File: src/rtl/controlunit_pkg.sv
// Shared wide-move encoding constants, field widths and encoder state type.
// Helpers select halfwords and find the lowest pending halfword.
package controlunit_pkg;

    localparam int OP_W  = 9;
    localparam int HW_W  = 2;
    localparam int IMM_W = 16;
    localparam int RD_W  = 5;

    localparam logic [OP_W-1:0] OP_MOVZ = 9'b110100101;
    localparam logic [OP_W-1:0] OP_MOVK = 9'b111100101;
    localparam logic [OP_W-1:0] OP_MOVN = 9'b100100101;

    typedef enum logic {
        IDLE,
        EMIT
    } enc_state_t;

    // Index of the lowest set bit; 0 for an empty mask.
    function automatic logic [HW_W-1:0] lowest_set(input logic [3:0] m);
        if (m[0])      return 2'd0;
        else if (m[1]) return 2'd1;
        else if (m[2]) return 2'd2;
        else if (m[3]) return 2'd3;
        else           return 2'd0;
    endfunction

    function automatic logic [IMM_W-1:0] halfword(input logic [63:0] v,
                                                  input logic [HW_W-1:0] i);
        case (i)
            2'd0:    return v[15:0];
            2'd1:    return v[31:16];
            2'd2:    return v[47:32];
            default: return v[63:48];
        endcase
    endfunction

    function automatic logic [2:0] popcount4(input logic [3:0] m);
        return 3'(m[0]) + 3'(m[1]) + 3'(m[2]) + 3'(m[3]);
    endfunction

endpackage

File: src/rtl/wide_move_word_pack.sv
// Combinational packer for wide-move instruction words: {op, hw, imm16, Rd}.
module wide_move_word_pack
    import controlunit_pkg::*;
(
    input  logic [OP_W-1:0]  op_i,
    input  logic [HW_W-1:0]  hw_i,
    input  logic [IMM_W-1:0] imm_i,
    input  logic [RD_W-1:0]  rd_i,
    output logic [31:0]      word_o
);

    assign word_o = {op_i, hw_i, imm_i, rd_i};

endmodule

File: src/rtl/movz_movk_encoder.sv
// Turns a 64-bit constant into an ascending-hw MOVZ/MOVK word stream for Xd.
// Optional MOVN-first encoding for mostly-ones constants: MOVZ_MOVK_ENCODER_MOVN_OPT_EN.
module movz_movk_encoder
    import controlunit_pkg::*;
#(
    parameter bit SKIP_ZERO = 1'b1
) (
    input  logic              clock,
    input  logic              reset,
    input  logic              in_valid,
    output logic              in_ready,
    input  logic [63:0]       in_value,
    input  logic [RD_W-1:0]   in_rd,
    output logic              out_valid,
    input  logic              out_ready,
    output logic [31:0]       out_instr,
    output logic              out_last,
    output logic              busy
);

    enc_state_t       state_q, state_d;
    logic             valid_q, valid_d;
    logic [31:0]      instr_q, instr_d;
    logic             last_q,  last_d;
    logic [3:0]       mask_q,  mask_d;
    logic [63:0]      value_q;
    logic [RD_W-1:0]  rd_q;
    logic             load_data;

    logic [3:0]       nz_mask;
    logic [3:0]       acc_mask;
    logic [OP_W-1:0]  acc_op;
    logic             acc_inv;

    logic [3:0]       sel_mask;
    logic [63:0]      sel_value;
    logic [RD_W-1:0]  sel_rd;
    logic [OP_W-1:0]  sel_op;
    logic             sel_inv;
    logic [HW_W-1:0]  sel_hw;
    logic [IMM_W-1:0] sel_imm;
    logic [3:0]       pack_rest;
    logic [31:0]      pack_word;

    for (genvar i = 0; i < 4; i++) begin : g_nz
        assign nz_mask[i] = (in_value[16*i +: 16] != 16'h0000);
    end

`ifdef MOVZ_MOVK_ENCODER_MOVN_OPT_EN
    logic [3:0] ff_mask;
    for (genvar i = 0; i < 4; i++) begin : g_ff
        assign ff_mask[i] = (in_value[16*i +: 16] == 16'hFFFF);
    end
`endif

    // Mode and pending-halfword mask chosen from the incoming constant
    always_comb begin
        acc_mask = SKIP_ZERO ? nz_mask : 4'hF;
        acc_op   = OP_MOVZ;
        acc_inv  = 1'b0;
`ifdef MOVZ_MOVK_ENCODER_MOVN_OPT_EN
        if (popcount4(ff_mask) > popcount4(~nz_mask)) begin
            acc_mask = ~ff_mask;
            acc_op   = OP_MOVN;
            acc_inv  = 1'b1;
        end
`endif
    end

    // In IDLE the packer builds the leading word straight from the request;
    // in EMIT it builds the next MOVK from the latched constant.
    always_comb begin
        if (state_q == IDLE) begin
            sel_mask  = acc_mask;
            sel_value = in_value;
            sel_rd    = in_rd;
            sel_op    = acc_op;
            sel_inv   = acc_inv;
        end else begin
            sel_mask  = mask_q;
            sel_value = value_q;
            sel_rd    = rd_q;
            sel_op    = OP_MOVK;
            sel_inv   = 1'b0;
        end
        sel_hw    = lowest_set(sel_mask);
        sel_imm   = halfword(sel_value, sel_hw) ^ {IMM_W{sel_inv}};
        pack_rest = sel_mask & ~(4'b0001 << sel_hw);
    end

    wide_move_word_pack u_pack (
        .op_i   (sel_op),
        .hw_i   (sel_hw),
        .imm_i  (sel_imm),
        .rd_i   (sel_rd),
        .word_o (pack_word)
    );

    always_comb begin
        state_d   = state_q;
        valid_d   = valid_q;
        instr_d   = instr_q;
        last_d    = last_q;
        mask_d    = mask_q;
        load_data = 1'b0;
        case (state_q)
            IDLE: begin
                if (in_valid) begin
                    state_d   = EMIT;
                    valid_d   = 1'b1;
                    instr_d   = pack_word;
                    mask_d    = pack_rest;
                    last_d    = (pack_rest == 4'b0000);
                    load_data = 1'b1;
                end
            end
            EMIT: begin
                if (valid_q && out_ready) begin
                    if (mask_q == 4'b0000) begin
                        // Final word taken; the return to IDLE costs one bubble
                        state_d = IDLE;
                        valid_d = 1'b0;
                        last_d  = 1'b0;
                    end else begin
                        instr_d = pack_word;
                        mask_d  = pack_rest;
                        last_d  = (pack_rest == 4'b0000);
                    end
                end
            end
            default: state_d = IDLE;
        endcase
    end

    always_ff @(posedge clock or posedge reset) begin
        if (reset) begin
            state_q <= IDLE;
            valid_q <= 1'b0;
            instr_q <= 32'h0;
            last_q  <= 1'b0;
            mask_q  <= 4'b0000;
        end else begin
            state_q <= state_d;
            valid_q <= valid_d;
            instr_q <= instr_d;
            last_q  <= last_d;
            mask_q  <= mask_d;
        end
    end

    always_ff @(posedge clock) begin
        if (load_data) begin
            value_q <= in_value;
            rd_q    <= in_rd;
        end
    end

    assign in_ready  = (state_q == IDLE);
    assign busy      = (state_q == EMIT);
    assign out_valid = valid_q;
    assign out_instr = instr_q;
    assign out_last  = last_q;

endmodule

File: config.mk
export PLATFORM = sky130hd
export DESIGN_NAME = movz_movk_encoder
export DESIGN_NICKNAME = d
export VERILOG_FILES = /design/src/rtl/controlunit_pkg.sv /design/src/rtl/wide_move_word_pack.sv /design/src/rtl/movz_movk_encoder.sv
export SDC_FILE = /design/constraint.sdc
export NUM_CORES = 1
export LEC_CHECK = 0
export ABC_CLOCK_PERIOD_IN_PS = 4450
export BUFFER_PORTS_ARGS = -buffer_cell sky130_fd_sc_hd__clkbuf_2
export CAP_MARGIN = 25
export CELL_PAD_IN_SITES_DETAIL_PLACEMENT = 0
export CELL_PAD_IN_SITES_GLOBAL_PLACEMENT = 1
export CORE_ASPECT_RATIO = 0.9
export CORE_MARGIN = 2
export CORE_UTILIZATION = 35
export CTS_CLUSTER_DIAMETER = 100
export DETAILED_ROUTE_END_ITERATION = 6
export PLACE_DENSITY = 0.67
export REMOVE_ABC_BUFFERS = 1
export SYNTH_ARGS = -nofsm -noshare
export SYNTH_HDL_FRONTEND = slang
export SYNTH_SLANG_ARGS = --single-unit
File: constraint.sdc
create_clock -name clock -period 4.45 [get_ports clock]
set_input_delay 1.1125 -clock clock [delete_from_list [all_inputs] [get_ports clock]]
set_output_delay 1.1125 -clock clock [all_outputs]
set_load 0.005 [all_outputs]
==> out/results.txt, run 1 <==
Switching power - 0.0006157 W
Pin count of the biggest net entering global routing - 71
Clock Skew - 0.009417 ns
Vias in the first global route - 3744
Mapped Cells - 391
Number of synthesized flops with an enable pin - 69
Final net count - 560
CTS tree - yes
Worst relative slew slack - 37.10%
CP arrival - 3.56 ns
PwrDens - 408.2 nW/um^2
Area post-placement - 5673 sq um
Commonest non-fill, non-tap cell in the layout - clkbuf_2
Clock latency at the later pin of the worst-skew pair - 0.36 ns
Multi-input logic area - 1924 sq um
Synthesized flop and latch total - 101
FF-to-FF End - out_instr[17]$_DFFE_PP0P_
Max clock buf depth - 2
Die Width - 129.9 um
Top post-synthesis cells by area - edfxtp_1, dfrtp_1, mux2i_1
Finished Cell Area - 6000 sq um
Slew Viols, Final - 0
CTS-repair resized insts - 0
Root buffer cell - clkbuf_16
Critical Path Source Type - input pin
First-pass GRT wire length - 20.93 mm
Final Wtd Congestion - 0.7957
Synth warn - 0
Post-Syn Area - 4994 sq um
Wire per inst - 19.53 um
CP max FO - 16
Worst r2r src - busy$_DFF_PP0_
H-tree Lvls - 3
Setup crit end - out_instr[17]$_DFFE_PP0P_
Peak VDD IR - 0.2400 mV
CP Data Required Time - 4.66 ns
DR vias - 3624
Sink Count - 101
Setup Viol. Count Final - 0
CP Class - in -> reg
GRT Resource Usage Total - 18.19%
Antenna-violating nets left - 0
Number of max-cap violations - 0
Clock slew at the register clock pins of the worst setup and hold paths - 0.06 ns
DRT iter0 DRCs - 273
Ys async rst share - 31.68%
R2R setup slack - 1.40 ns
DIE AREA - 15240 sq um
First-pass DRT Iterations - 5
Logic gate share of total power - 15.6%
Chip Height - 117.3 um
Register area - 2877 sq um
GRT overflow - 0
P_int - 0.001833 W
Yosys cell types - 47
Post-Syn Area per Cell - 12.77 sq um
Pleak - 2.617 nW
Core Area - 14000 sq um
Setup Buffers After CTS - 0
Diode count - 0
Filler cells - 1331
Most frequent cells in the layout - clkbuf_2, edfxtp_1, mux2i_1, dfrtp_1, o21ai_0
I/O pin count - 109
Area leader, netlist - edfxtp_1
Final Hold Fails - 0
Fmax - 298.5 MHz
Tmin final - 3.350 ns
Num rows - 41
Sequential power share - 48.8%
Clock power frac - 35.6%
Initial antenna violation count - 0
Main synth FF type - edfxtp_1
Sw Ratio - 25.14%
CTS Hold Bufs - 0
DP HPWL - 9.448 mm
Slew @ Worst Pin - 0.9314 ns
Setup repair after global routing missed its margin - no
Via density - 5.291
Starting density of the core - 35.66%
Share of cells above drive strength 1 - 33.33%
Fin crit share - 75.29%
Worst R2R Path Depth - 8
CP endpoint kind - flip-flop
CP startpoint - in_value[1]
I/O Buffers - 105
Synth-to-Final Area Change - 20.15%
Total chip power - 0.002449 W
Post-synth top area share - 41.49%
Status - finished clean
HP Class - reg -> reg
Seq/Total Area, Yosys - 57.53%
Remaining DRCs - 0
WL final - 13.38 mm
Cts bufs inserted - 9
power by group through the flow:
stage	Sequential (W)	Combinational [W]	Clock (W)
6_report	0.00120	0.000383	0.000871
5_1_grt	0.00121	0.000429	0.000918
4_1_cts	0.00120	0.000387	0.000885
3_5_place_dp	0.00121	0.000386	0
3_3_place_gp	0.00122	0.000375	0
2_1_floorplan	0.00120	0.000157	0
critical path, cell delays in order:
cell and delay [ns]:
clkbuf_2 0.10, nor4_1 0.45, nand2_1 0.17, o32a_1 0.57, or4_4 0.66, nor2_8 0.33
a221oi_1 0.15
final cells by class:
type,instances,area share [%]
clock inverter,4,1.168
inverter,4,0.2503
multi-input combinational,254,32.08
clock buffer,12,4.275
timing repair buffer,117,10.26
tap,193,4.025
sequential,101,47.95
metrics by stage:
| stage | setup WS [ns] | TNS [ns] | util (%) | hold slack [ns] | cells |
|---|---|---|---|---|---|
| after floorplan | -1.474 | -60.78 | - | 0.4628 | 359 |
| after CTS | 1.173 | 0 | 42.84 | 0.4842 | 685 |
| after global placement | 0.8662 | 0 | 40.51 | 0.4656 | 669 |
| final | 1.100 | 0 | 42.84 | 0.4803 | 685 |
| after global routing | 1.027 | 0 | 42.84 | 0.4939 | 685 |
| after detailed placement | 0.7909 | 0 | 40.51 | 0.4685 | 669 |
flip-flops by register name, indices dropped and copies added (netlist names):
register,cells
busy,1
out_instr,25
rd_q,5
out_valid,1
mask_q,4
value_q,64
out_last,1
Yosys cell counts, drive strengths merged (2+ instances only):
cell	number
a211oi	15
a21o	2
a21oi	5
a221oi	15
and2	2
buf	24
clkbuf	10
dfrtp	32
edfxtp	69
inv	3
mux2	13
mux2i	63
nand2	23
nand2b	2
nand3	2
nand4	3
nor2	25
nor4	12
o211ai	15
o21ai	31
o22ai	3
o31ai	3
o41ai	2
or3	4
kinds of logic after synthesis:
logic type	count (synthesis)	synth area share, %
other	1	0.07510
flip-flops	101	57.53
buffers and inverters	38	4.234
AND/OR/NAND/NOR	77	8.068
multiplexers	76	15.56
AO/OA/AOI/OAI	98	14.53
metal layers:
metal  global-route usage, %  share of wire, %
met5                       0                 0
met4                   6.183               2.2
met3                   4.608               5.5
met2                   26.93                45
met1                   25.92                47
worst min-delay path by stage:
| stage | from | endpoint | cells after the start |
|---|---|---|---|
| detailed placement | out_instr[29]$_DFFE_PP0P_ | out_instr[29]$_DFFE_PP0P_ | 1 |
| floorplan | out_instr[21]$_DFFE_PP0P_ | out_instr[21]$_DFFE_PP0P_ | 2 |
| global placement | out_instr[29]$_DFFE_PP0P_ | out_instr[29]$_DFFE_PP0P_ | 1 |
| CTS | out_instr[29]$_DFFE_PP0P_ | out_instr[29]$_DFFE_PP0P_ | 1 |
| global route | out_instr[29]$_DFFE_PP0P_ | out_instr[29]$_DFFE_PP0P_ | 1 |
| finish | out_instr[29]$_DFFE_PP0P_ | out_instr[29]$_DFFE_PP0P_ | 1 |
Power figures use the tool's default switching activity.
==> inputs of run 2 (changes only) <==
--- a/config.mk
+++ b/config.mk
@@ -5,7 +5,7 @@
 export SDC_FILE = /design/constraint.sdc
 export NUM_CORES = 1
 export LEC_CHECK = 0
-export ABC_CLOCK_PERIOD_IN_PS = 4450
+export ABC_CLOCK_PERIOD_IN_PS = 3300
 export BUFFER_PORTS_ARGS = -buffer_cell sky130_fd_sc_hd__clkbuf_2
 export CAP_MARGIN = 25
 export CELL_PAD_IN_SITES_DETAIL_PLACEMENT = 0
==> constraint.sdc (replaced) <==
create_clock -name clock -period 3.3 [get_ports clock]
set_input_delay 0.825 -clock clock [delete_from_list [all_inputs] [get_ports clock]]
set_output_delay 0.825 -clock clock [all_outputs]
set_load 0.005 [all_outputs]
==> out/results.txt, run 2 (synthesis gave the netlist of run 1 again) <==
CP Class - in -> reg (unchanged)
Commonest non-fill, non-tap cell in the layout - clkbuf_2 (unchanged)
CTS-repair resized insts - 0 (unchanged)
CP endpoint kind - flip-flop (unchanged)
Die Width - 129.9 um (unchanged)
Via density - 5.195 (was 5.291)
Clock slew at the register clock pins of the worst setup and hold paths - 0.07 ns (was 0.06 ns)
Clock Skew - 0.008705 ns (was 0.009417 ns)
Pleak - 2.630 nW (was 2.617 nW)
Number of instances in the placed design - 677 (was 669)
Status - finished clean (unchanged)
CP Data Required Time - 3.51 ns (was 4.66 ns)
Diode count - 0 (unchanged)
Slew Viols, Final - 0 (unchanged)
DR vias - 3600 (was 3624)
Wire per inst - 18.96 um (was 19.53 um)
Root buffer cell - clkbuf_16 (unchanged)
Number of max-cap violations - 0 (unchanged)
First-pass GRT wire length - 20.50 mm (was 20.93 mm)
Antenna-violating nets left - 0 (unchanged)
Clock latency at the later pin of the worst-skew pair - 0.35 ns (was 0.36 ns)
Synth-to-Final Area Change - 20.45% (was 20.15%)
Worst hold slack - 0.4791 ns (was 0.4803 ns)
Fmax - 357.1 MHz
Setup repair after global routing missed its margin - no (unchanged)
GRT Resource Usage Total - 17.68% (was 18.19%)
Tmin final - 2.801 ns
HP Class - reg -> reg (unchanged)
CP max FO - 14 (was 16)
Worst relative slew slack - 38.34% (was 37.10%)
Setup Viol. Count Final - 0 (unchanged)
H-tree Lvls - 3 (unchanged)
WL final - 13.14 mm (was 13.38 mm)
Slew @ Worst Pin - 0.9249 ns (was 0.9314 ns)
CTS Hold Bufs - 0 (unchanged)
Post-Layout Cell Count - 693 (was 685)
Cts bufs inserted - 9 (unchanged)
Final Hold Fails - 0 (unchanged)
Critical Path Source Type - input pin (unchanged)
Core Area - 14000 sq um (unchanged)
Most frequent cells in the layout - clkbuf_2, edfxtp_1, mux2i_1, dfrtp_1, o21ai_0 (unchanged)
Final Wtd Congestion - 0.7975 (was 0.7957)
I/O pin count - 109 (unchanged)
Share of cells above drive strength 1 - 34.20% (was 33.33%)
Vias in the first global route - 3693 (was 3744)
Peak VDD IR - 0.2907 mV (was 0.2400 mV)
Pin count of the biggest net entering global routing - 71 (unchanged)
DIE AREA - 15240 sq um (unchanged)
Final WS setup - 0.4993 ns (was 1.100 ns)
Final net count - 568 (was 560)
First-pass DRT Iterations - 4 (was 5)
Setup Buffers After CTS - 0 (unchanged)
Remaining DRCs - 0 (unchanged)
Sink Count - 101 (unchanged)
Max FFs per register - 64 (unchanged)
Num rows - 41 (unchanged)
DP HPWL - 9.773 mm (was 9.448 mm)
Initial antenna violation count - 0 (unchanged)
CTS tree - yes (unchanged)
Fin crit share - 84.87%
Post-Place Setup Slack - 0.1801 ns (was 0.7909 ns)
CP arrival - 3.01 ns (was 3.56 ns)
Reg with most FFs - value_q (unchanged)
Post-layout util - 42.95% (was 42.84%)
I/O Buffers - 105 (unchanged)
PwrDens - 519.0 nW/um^2 (was 408.2 nW/um^2)
Starting density of the core - 35.66% (unchanged)
Max clock buf depth - 2 (unchanged)
Chip Height - 117.3 um (unchanged)
DRT iter0 DRCs - 219 (was 273)
GRT overflow - 0 (unchanged)
==> run 2: changes by cell type in the layout (fill, tap and decap cells not counted), sizes merged <==
cell / delta
clkinv: +4
buf: +8
clkbuf: -2
bufinv: -2
==> run 2: stage by stage <==
stage                     setup TNS (ns)  area (sq um)  power, W
after floorplan                  -174.35          4805  0.001837
after global placement                 0          5746  0.002163
after detailed placement               0          5746  0.002177
after CTS                              0          6015  0.003162
after global routing                   0          6015  0.003277
final                                  0          6015  0.003122
==> run 2: final timing paths <==
| check | to | start | slack [ns] | depth (start not counted) |
|---|---|---|---|---|
| setup / recovery | out_instr[17]$_DFFE_PP0P_ | in_value[26] | 0.50 | 7 |
| hold / removal | out_instr[21]$_DFFE_PP0P_ | out_instr[21]$_DFFE_PP0P_ | 0.48 | 2 |
| setup reg to reg | out_instr[17]$_DFFE_PP0P_ | busy$_DFF_PP0_ | 0.81 | 6 |
| hold reg to reg | out_instr[21]$_DFFE_PP0P_ | out_instr[21]$_DFFE_PP0P_ | 0.48 | 2 |
| max in group asynchronous | out_instr[6]$_DFFE_PP0P_ | reset | 2.03 | 3 |
| min in group asynchronous | out_instr[17]$_DFFE_PP0P_ | reset | 0.56 | 2 |
==> run 2: cell type report <==
class,instances,area [sq um]
Clock buffer,10,229.0
Clock inverter,6,40.04
Fill cell,1345,7990
Inverter,4,15.01
Multi-Input combinational cell,254,1924
Sequential cell,101,2877
Tap cell,193,241.5
Timing Repair Buffer,125,688.2
==> run 2: critical path, cell delays in order <==
cell and delay [ns]:
clkbuf_2 0.10, nor4_1 0.51, nand4_1 0.19, o41a_1 0.43, or4_4 0.49, nor2_8 0.31, a221oi_1 0.15
==> run 2: where the power goes <==
| part | internal, W | switching (W) |
|---|---|---|
| combinational | 0.000272 | 0.000252 |
| sequential | 0.00150 | 0.000115 |
| clock | 0.000511 | 0.000469 |
| total | 0.00229 | 0.000837 |
==> run 2: routing by layer <==
metal	track usage, %	part of all wire, %
met1	26.30	49
met2	26.21	45
met3	3.878	5.0
met4	4.234	0.97
met5	0	0
==> inputs of run 3 (changes only) <==
--- a/config.mk
+++ b/config.mk
@@ -5,7 +5,7 @@
 export SDC_FILE = /design/constraint.sdc
 export NUM_CORES = 1
 export LEC_CHECK = 0
-export ABC_CLOCK_PERIOD_IN_PS = 3300
+export ABC_CLOCK_PERIOD_IN_PS = 2800
 export BUFFER_PORTS_ARGS = -buffer_cell sky130_fd_sc_hd__clkbuf_2
 export CAP_MARGIN = 25
 export CELL_PAD_IN_SITES_DETAIL_PLACEMENT = 0
==> constraint.sdc (replaced) <==
create_clock -name clock -period 2.8 [get_ports clock]
set_input_delay 0.7 -clock clock [delete_from_list [all_inputs] [get_ports clock]]
set_output_delay 0.7 -clock clock [all_outputs]
set_load 0.005 [all_outputs]
==> out/results.txt, run 3 (synthesis gave the netlist of run 1 again) <==
Clock power frac - 34.6% (was 31.4%)
Starting density of the core - 35.66% (unchanged)
Sink Count - 101 (unchanged)
CP endpoint kind - flip-flop (unchanged)
Clock latency at the later pin of the worst-skew pair - 0.35 ns (about the same)
DR vias - 3685 (was 3600)
I/O pin count - 109 (unchanged)
Critical Path Source Type - input pin (unchanged)
Share of cells above drive strength 1 - 36.90% (was 34.20%)
Total chip power - 0.003881 W (was 0.003122 W)
Post-Layout Cell Count - 716 (was 693)
Commonest non-fill, non-tap cell in the layout - clkbuf_2 (unchanged)
Switching power - 0.0009954 W (was 0.0008367 W)
Worst relative slew slack - 66.15% (was 38.34%)
CTS Hold Bufs - 0 (unchanged)
Sw Ratio - 25.65% (was 26.80%)
Cts bufs inserted - 9 (unchanged)
Root buffer cell - clkbuf_16 (unchanged)
Number of instances in the placed design - 700 (was 677)
I/O Buffers - 105 (unchanged)
Num rows - 41 (unchanged)
PwrDens - 620.8 nW/um^2 (was 519.0 nW/um^2)
Clock slew at the register clock pins of the worst setup and hold paths - 0.07 ns (about the same)
Synth-to-Final Area Change - 25.21% (was 20.45%)
First-pass DRT Iterations - 5 (was 4)
Max incr delay on CP - 0.49 ns (was 0.51 ns)
Diode count - 0 (unchanged)
Fmax - 407.4 MHz
Slew Viols, Final - 0 (unchanged)
DIE AREA - 15240 sq um (unchanged)
Via density - 5.147 (was 5.195)
Filler cells - 1310 (was 1345)
Pin count of the biggest net entering global routing - 71 (unchanged)
HP Class - in -> async (was reg -> reg)
DRT iter0 DRCs - 253 (was 219)
CP max FO - 8 (was 14)
Vias in the first global route - 3721 (was 3693)
Slowest-stage cell, CP - or4_4 (was nor4_1)
Initial antenna violation count - 0 (unchanged)
H-tree Lvls - 3 (unchanged)
Crit-path cells - clkbuf_2, nor4_1, buf_4, nand4_1, o41a_1, or4_4, nor2_8, buf_12, a211oi_1 (was clkbuf_2, nor4_1, nand4_1, o41a_1, or4_4, nor2_8, a221oi_1)
Status - finished clean (unchanged)
Final Hold Fails - 0 (unchanged)
DP HPWL - 9.831 mm (was 9.773 mm)
Area post-placement - 5943 sq um (was 5746 sq um)
Core Area - 14000 sq um (unchanged)
Tmin final - 2.455 ns
Max FFs per register - 64 (unchanged)
WL final - 13.53 mm (was 13.14 mm)
P_int - 0.002886 W (was 0.002285 W)
Max clock buf depth - 2 (unchanged)
GRT overflow - 0 (unchanged)
Post-Place Setup Slack - -0.006976 ns (was 0.1801 ns)
Most frequent cells in the layout - clkbuf_2, edfxtp_1, mux2i_1, buf_4, dfrtp_1 (was clkbuf_2, edfxtp_1, mux2i_1, dfrtp_1, o21ai_0)
Antenna-violating nets left - 0 (unchanged)
Reg with most FFs - value_q (unchanged)
Setup Viol. Count Final - 0 (unchanged)
GRT Resource Usage Total - 18.13% (was 17.68%)
Peak VDD IR - 0.3515 mV (was 0.2907 mV)
Logic gate share of total power - 16.2% (was 16.8%)
Sequential power share - 49.2% (was 51.8%)
Final WS setup - 0.3453 ns (was 0.4993 ns)
CTS tree - yes (unchanged)
Setup repair after global routing missed its margin - no (unchanged)
Clock Skew - 0.008866 ns (was 0.008705 ns)
Chip Height - 117.3 um (unchanged)
Number of max-cap violations - 0 (unchanged)
Final net count - 591 (was 568)
First-pass GRT wire length - 20.96 mm (was 20.50 mm)
Final Wtd Congestion - 0.8406 (was 0.7975)
Finished Cell Area - 6252 sq um (was 6015 sq um)
Worst hold slack - 0.4234 ns (was 0.4791 ns)
CP arrival - 2.68 ns (was 3.01 ns)
CP Data Required Time - 3.02 ns (was 3.51 ns)
Remaining DRCs - 0 (unchanged)
Fin crit share - 87.67%
CTS-repair resized insts - 0 (unchanged)
Pleak - 2.764 nW (was 2.630 nW)
CP Class - in -> reg (unchanged)
Slew @ Worst Pin - 0.5032 ns (was 0.9249 ns)
Wire per inst - 18.90 um (was 18.96 um)
Setup Buffers After CTS - 0 (unchanged)
Die Width - 129.9 um (unchanged)
-- run 3: area by class of cell --
class,count,area [sq um],share of cell area [%]
Inverter,4,15.01,0.2401
Timing Repair Buffer,148,885.9,14.17
Clock inverter,4,72.57,1.161
Multi-Input combinational cell,254,1924,30.78
Clock buffer,12,236.5,3.782
Tap cell,193,241.5,3.862
Sequential cell,101,2877,46.01
-- run 3: worst max-delay path, delay by kind of cell --
| kind | cells | cell delay (ns) |
|---|---|---|
| and+or+nand+nor | 4 | 1.10 |
| AOI/OAI and AO/OA | 2 | 0.46 |
| buffers and inverters | 3 | 0.42 |
-- run 3: power groups by stage --
stage | clock network, W | logic [W] | registers, W
floorplan | 0 | 0.000250 | 0.00191
global placement | 0 | 0.000625 | 0.00194
detailed placement | 0 | 0.000640 | 0.00194
CTS | 0.00137 | 0.000640 | 0.00191
global route | 0.00142 | 0.000701 | 0.00193
finish | 0.00134 | 0.000629 | 0.00191
-- run 3: path summary, 6_finish.rpt --
path,endpoint,from,slack (ns),cells past startpoint
worst max-delay path,out_instr[8]$_DFFE_PP0P_,in_value[26],0.35,9
worst min-delay path,out_instr[4]$_DFFE_PP0P_,reset,0.42,3
worst max register to register,out_instr[18]$_DFFE_PP0P_,busy$_DFF_PP0_,0.39,6
worst min register to register,out_instr[29]$_DFFE_PP0P_,out_instr[29]$_DFFE_PP0P_,0.49,1
max in group asynchronous,busy$_DFF_PP0_,reset,2.01,3
min in group clock,out_instr[29]$_DFFE_PP0P_,out_instr[29]$_DFFE_PP0P_,0.49,1
-- run 3: per-layer routing --
layer / global-route usage (%) / vias up / wire, um
met5: 0 / - / 0
met4: 4.839 / 0 / 170
met3: 4.973 / 13 / 855
met2: 26.54 / 120 / 6059
met1: 26.42 / 1783 / 6446
li1: - / 1769 / -
-- run 3: stage by stage --
| step | utilization, % | TNS (ns) |
|---|---|---|
| detailed placement | 42.44 | -0.01853 |
| floorplan | - | -225.03 |
| CTS | 44.64 | 0 |
| global placement | 42.44 | 0 |
| finish | 44.64 | 0 |
| global route | 44.64 | 0 |
